`src/rtl/video_timing_pkg.sv`:
```
// Shared types for the video timing generator: per-axis phase encoding and
// the default timing-field width.
package video_timing_pkg;

  localparam int CW_DEFAULT = 12;

  typedef enum logic [1:0] {
    ACTIVE = 2'd0,
    FP     = 2'd1,
    SYNC   = 2'd2,
    BP     = 2'd3
  } phase_t;

endpackage

```
`src/rtl/video_timing_axis.sv`:
```
// One timing axis: phase FSM ACTIVE -> FP -> SYNC -> BP plus a position
// counter that wraps at the end of the last non-empty phase.
module video_timing_axis
  import video_timing_pkg::*;
#(
  parameter int CW = CW_DEFAULT
) (
  input  logic          clk,
  input  logic          rst_n,
  input  logic          step,
  input  logic [CW-1:0] act_len,
  input  logic [CW-1:0] fp_len,
  input  logic [CW-1:0] sync_len,
  input  logic [CW-1:0] bp_len,
  output phase_t        phase,
  output logic [CW-1:0] count,
  output logic          wrap
);

  logic [CW-1:0] act_end, fp_end, sync_end, last, count_next;
  phase_t        phase_next, after_active, after_fp;

  // Phase boundaries as absolute positions; a zero-length active phase
  // still occupies one position so the axis can never stall.
  always_comb begin
    act_end  = (act_len == '0) ? CW'(1) : act_len;
    fp_end   = act_end + fp_len;
    sync_end = fp_end + sync_len;
    last     = sync_end + bp_len - CW'(1);
  end

  assign wrap         = step && (count == last);
  assign after_active = (fp_len != '0) ? FP : (sync_len != '0) ? SYNC : BP;
  assign after_fp     = (sync_len != '0) ? SYNC : BP;

  // NOTE: every always_comb output gets a default first, so paths that do
  // not assign it hold the current value instead of inferring a latch.
  always_comb begin
    count_next = count;
    phase_next = phase;
    if (step) begin
      count_next = wrap ? '0 : count + CW'(1);
      if (wrap) begin
        phase_next = ACTIVE;
      end else begin
        case (phase)
          ACTIVE: if (count_next == act_end)  phase_next = after_active;
          FP:     if (count_next == fp_end)   phase_next = after_fp;
          SYNC:   if (count_next == sync_end) phase_next = BP;
          BP:     phase_next = BP;
        endcase
      end
    end
  end

  always_ff @(posedge clk or negedge rst_n) begin
    if (!rst_n) begin
      phase <= ACTIVE;
      count <= '0;
    end else begin
      phase <= phase_next;
      count <= count_next;
    end
  end

endmodule

```
`src/rtl/video_timing_gen.sv`:
```
// Programmable video timing generator: pixel-clock divider, shadowed
// horizontal/vertical timing, sync, display-enable and frame-start outputs.
module video_timing_gen
  import video_timing_pkg::*;
#(
  parameter int CW = CW_DEFAULT
) (
  input  logic          CLK_VIDEO,
  input  logic          RESET_N,
  input  logic [3:0]    CE_DIV,
  input  logic [CW-1:0] H_ACT,
  input  logic [CW-1:0] H_FP,
  input  logic [CW-1:0] H_SYNC,
  input  logic [CW-1:0] H_BP,
  input  logic [CW-1:0] V_ACT,
  input  logic [CW-1:0] V_FP,
  input  logic [CW-1:0] V_SYNC,
  input  logic [CW-1:0] V_BP,
  input  logic [1:0]    SYNC_POL,
  output logic          CE_PIXEL,
  output logic          VGA_HS,
  output logic          VGA_VS,
  output logic          VGA_DE,
  output logic [CW-1:0] HCNT,
  output logic [CW-1:0] VCNT,
  output logic          FRAME_START
);

  typedef struct packed {
    logic [CW-1:0] act;
    logic [CW-1:0] fp;
    logic [CW-1:0] sync;
    logic [CW-1:0] bp;
  } axis_len_t;

  axis_len_t  h_in, v_in, h_shadow, v_shadow, h_len, v_len;
  logic       primed, running;
  logic [3:0] div_cnt, div_lim, div_lim_eff;
  logic       div_wrap, h_wrap, v_wrap;
  phase_t     h_phase, v_phase;

  assign h_in = {H_ACT, H_FP, H_SYNC, H_BP};
  assign v_in = {V_ACT, V_FP, V_SYNC, V_BP};

  // NOTE: shadow registers reset to a constant; until the first clock after
  // reset the live inputs are used instead, which behaves as if the shadows
  // were loaded from the inputs during reset.
  assign h_len       = primed ? h_shadow : h_in;
  assign v_len       = primed ? v_shadow : v_in;
  assign div_lim_eff = primed ? div_lim  : CE_DIV;
  assign div_wrap    = (div_cnt == div_lim_eff);

  always_ff @(posedge CLK_VIDEO or negedge RESET_N) begin
    if (!RESET_N) begin
      primed   <= 1'b0;
      running  <= 1'b0;
      div_cnt  <= '0;
      div_lim  <= '0;
      CE_PIXEL <= 1'b0;
      h_shadow <= '0;
      v_shadow <= '0;
    end else begin
      primed   <= 1'b1;
      CE_PIXEL <= div_wrap;
      div_cnt  <= div_wrap ? '0 : div_cnt + 4'd1;
      if (div_wrap || !primed) div_lim <= CE_DIV;
      if (div_wrap) running <= 1'b1;
      // v_wrap is the last CE of the frame: new lengths apply from the next one.
      if (v_wrap || !primed) begin
        h_shadow <= h_in;
        v_shadow <= v_in;
      end
    end
  end

  video_timing_axis #(.CW(CW)) u_h_axis (
    .clk      (CLK_VIDEO),
    .rst_n    (RESET_N),
    .step     (CE_PIXEL),
    .act_len  (h_len.act),
    .fp_len   (h_len.fp),
    .sync_len (h_len.sync),
    .bp_len   (h_len.bp),
    .phase    (h_phase),
    .count    (HCNT),
    .wrap     (h_wrap)
  );

  video_timing_axis #(.CW(CW)) u_v_axis (
    .clk      (CLK_VIDEO),
    .rst_n    (RESET_N),
    .step     (h_wrap),
    .act_len  (v_len.act),
    .fp_len   (v_len.fp),
    .sync_len (v_len.sync),
    .bp_len   (v_len.bp),
    .phase    (v_phase),
    .count    (VCNT),
    .wrap     (v_wrap)
  );

  // running keeps DE and FRAME_START low until the first pixel strobe.
  assign VGA_DE      = running && (h_phase == ACTIVE) && (v_phase == ACTIVE);
  assign FRAME_START = running && (HCNT == '0) && (VCNT == '0);
  assign VGA_HS      = (h_phase == SYNC) ~^ SYNC_POL[0];
  assign VGA_VS      = (v_phase == SYNC) ~^ SYNC_POL[1];

endmodule

```
`config.mk`:
```
export PLATFORM = sky130hd
export DESIGN_NAME = video_timing_gen
export DESIGN_NICKNAME = d
export VERILOG_FILES = /design/src/rtl/video_timing_pkg.sv /design/src/rtl/video_timing_axis.sv /design/src/rtl/video_timing_gen.sv
export SDC_FILE = /design/constraint.sdc
export NUM_CORES = 1
export LEC_CHECK = 0
export ABC_CLOCK_PERIOD_IN_PS = 9000
export BUFFER_PORTS_ARGS = -buffer_cell sky130_fd_sc_hd__buf_2
export CAP_MARGIN = 20
export CORE_UTILIZATION = 55
export DETAILED_ROUTE_END_ITERATION = 12
export HOLD_SLACK_MARGIN = 0.15
export PLACE_DENSITY = 0.81
export SYNTH_ARGS = -nofsm -noshare
export SYNTH_HDL_FRONTEND = slang
export SYNTH_SLANG_ARGS = --single-unit
```
`constraint.sdc`:
```
create_clock -name CLK_VIDEO -period 9 [get_ports CLK_VIDEO]
set_input_delay 0 -clock CLK_VIDEO [delete_from_list [all_inputs] [get_ports CLK_VIDEO]]
set_output_delay 0 -clock CLK_VIDEO [all_outputs]
set_load 0.01 [all_outputs]
```
==> reports/qor.txt <==
Fmax: 0.115 GHz
Dominant synthesized flop cell: dfrtp_1
Die height: 151 um
Vias/cell: 6.12
Initial DRT Pass Iterations: 5
Crit path max fanout: 47
Commonest non-fill, non-tap cell in the layout: mux2_2
# rows: 54
Synth Area in XOR/XNOR: 11.1%
Antenna viol nets, final: 0
#FFs+latches synth: 135
Largest net degree at the start of global routing: 72
GRT Total Usage: 32.1%
Final worst path period need: 8.66 ns
Setup WS pre-CTS: -0.491 ns
Fin. Hold Viols: 0
Area Growth Syn to Fin: 24.6%
Antenna fix cells: 0
GPL Wtd Cong: 0.981
WL final: 36,500 um
Routed vias: 11,290
Starting density of the core: 56.0%
Die area: 0.0227 mm^2
Multi-input logic area: 0.00846 mm^2
Worst setup SP type: flop
Grt ovf: 0
Syn nets: 1,508
Post-synth EDFFs: 0
R2R Path End: v_shadow[37]
Sequential cell area: 0.00338 mm^2
Synth Area per Inst: 9.32 um^2
Max stage delay on crit path: 0.59 ns
Simple-gate share of the synthesized area: 12.7%
Clk Latency, worst-skew pair: 0.44 ns
H-tree depth: 4
Global route hottest layer: met2
Clock transition at path regs: 0.07 ns
Fillers: 1,581
Crit Path Class: flop to flop
Synth Instances: 1,307
Largest area contributor in the netlist: dfrtp_1
Clk_skew: 0.0133 ns
Status: complete, no violations
GRT met3 Usage: 4.94%
Core Footprint: 0.0218 mm^2
# IOs: 133
Root Driver: clkbuf_16
Clk sinks: 135
CP arrival: 8.98 ns
Final setup margin: 0.341 ns
Num CTS Buffers: 17
CTS tree: built
R2r startpoint: primed
DRC viols: 0
Starting DRT DRC Count: 890
Avg WL per Cell: 19.8 um
Share of cells above drive strength 1: 26.3%
First-pass GRT wire length: 56,500 um
Reg2reg setup slack: 0.34 ns
Met1 Resource Use GR: 39.7%
Syn. warnings: 0
Vias in the first global route: 10,984
Critical path capture point type: flop
Pleak: 6.75 nW
WP data required: 9.32 ns
Critical path's most frequent cell: ha_1
I/O Buffers: 132
Relative slew margins: 24.6%
Met2 Track Usage GR: 54.0%
Largest family of logic cells by synthesized area: multiplexers
Initial antenna violation count: 0
R2R cell count: 33
Power per cell area: 296 mW/mm^2
Final HPWL DP: 24,900 um
Post-synthesis mux area share: 19.1%
Mapped Area: 0.0122 mm^2
Top area cells in the synthesized netlist: dfrtp_1 (28%), mux2_2 (15%), ha_1 (9.3%), xnor2_1 (7.8%), mux2i_1 (4.3%)
Pins Over Slew Limit: 0
Final hold slack: 0.126 ns
CP max-delay cell: or4_1
Netlist cell types: 78
Share of the synthesized area in the top cell type: 27.7%
Post-synthesis adder-cell area fraction: 10.3%
Count of nets after finishing: 1,752
Slew @ Worst Pin: 1.12 ns
Final worst-path cycle share: 96.2%
Total of max-cap violations: 0
Fin cells: 1,844
Total negative slack: 0 ns
Chip Width: 151 um
Post-synth ARST share: 100%
CTS max path bufs: 2
Final setup fails: 0
Peak supply drop: 178 uV
Most frequent cells in the layout: mux2_2 (158), dfrtp_1 (134), buf_2 (131)
RSZ-0062 raised after global routing: yes
Hold Path Class: input pin to async pin
Synth Area in Compound Gates: 14.5%
Register area share after synthesis: 27.7%
Placed cells: 1,689
[Yosys cell counts (10+ instances only)]
cell and n:
xor2_1 42, ha_1 91, buf_1 10, clkbuf_1 29, o211ai_1 10, o31ai_1 11, dfrtp_1 135, nand2b_1 12
buf_2 12, nand2_1 72, inv_1 87, o21ai_0 56, nor3_1 22, a21oi_1 55, xnor2_1 108, mux2i_1 52
nor2_1 74, a31oi_1 15, nand3_1 36, mux2_2 158, nor4_1 30, a21o_1 16, a211oi_1 17
[how the worst max path moves through the flow]
stage / endpoint / cells past startpoint / from / slack (ns)
finish: v_shadow[37] / 33 / primed / 0.34
global route: u_h_axis.phase[1] / 39 / primed / -0.06
CTS: u_h_axis.phase[0] / 38 / primed / 0.07
detailed placement: h_shadow[3] / 36 / primed / -0.49
global placement: h_shadow[2] / 35 / primed / -0.14
floorplan: h_shadow[0] / 41 / primed / 0.46
[timing repair]
| item | CTS | global route |
|---|---|---|
| resized for setup | 7 | 25 |
| hold buffers | 101 | 0 |
| pin swaps | 0 | 4 |
| gates cloned | 1 | 1 |
| endpoints found under the hold margin | 173 | 0 |
| endpoints found under the setup margin | 100 | 100 |
| setup buffers | 1 | 18 |
[layer usage]
metal	wire, um	share of wire, %
met1	14900	41
met2	17700	49
met3	2420	6.6
met4	1500	4.1
met5	0	0
[power by group]
group / leakage [nW] / internal [mW] / switching (mW)
Clock: 0.281 / 0.419 / 0.306
Sequential: 1.62 / 0.683 / 0.0831
Combinational: 4.85 / 1.34 / 1.67
Total: 6.75 / 2.44 / 2.06
[cells by family (layout without fill, tap and decap cells)]
| kind of cell | Yosys count | in the layout |
|---|---|---|
| AOI/OAI and AO/OA | 261 | 261 |
| xor gates and xnor gates | 152 | 152 |
| adders and majority gates | 97 | 97 |
| buffers and inverters | 138 | 394 |
| DFF | 135 | 135 |
| muxes | 212 | 213 |
| other | 1 | 1 |
| and+or+nand+nor | 311 | 311 |
[through the flow]
stage	cell area [um^2]	total power [mW]	util, %
after CTS	14900	4.33	68.4
after global routing	15200	4.82	69.8
after global placement	13200	3.46	60.6
after detailed placement	13200	3.54	60.6
final	15200	4.50	69.8
after floorplan	12200	2.92	-
[flip-flops by register name, indices dropped and copies added, names as in the netlist]
name and count:
h_shadow 48, v_shadow 48, u_h_axis.count 12, u_v_axis.count 12, div_cnt 4, div_lim 4, u_h_axis.phase 2, u_v_axis.phase 2
CE_PIXEL 1, primed 1, running 1
[area by class of cell]
type | count | area share [%]
multi-input cells | 1035 | 55.8
flip-flops and latches | 135 | 22.3
repair buffers | 275 | 13.6
clock buffers | 19 | 2.92
well taps | 280 | 2.31
inverters | 87 | 2.15
clock inverters | 13 | 0.956
[critical path: cells and delay by family, from the launching register on]
kind	cells	cell delay (ns)
simple gates	10	2.26
compound gates	8	1.77
fa+ha+maj	5	1.32
mux	3	1.13
buf+inv	4	0.93
xor+xnor	3	0.60
flops	1	0.50
Power figures use the tool's default switching activity.
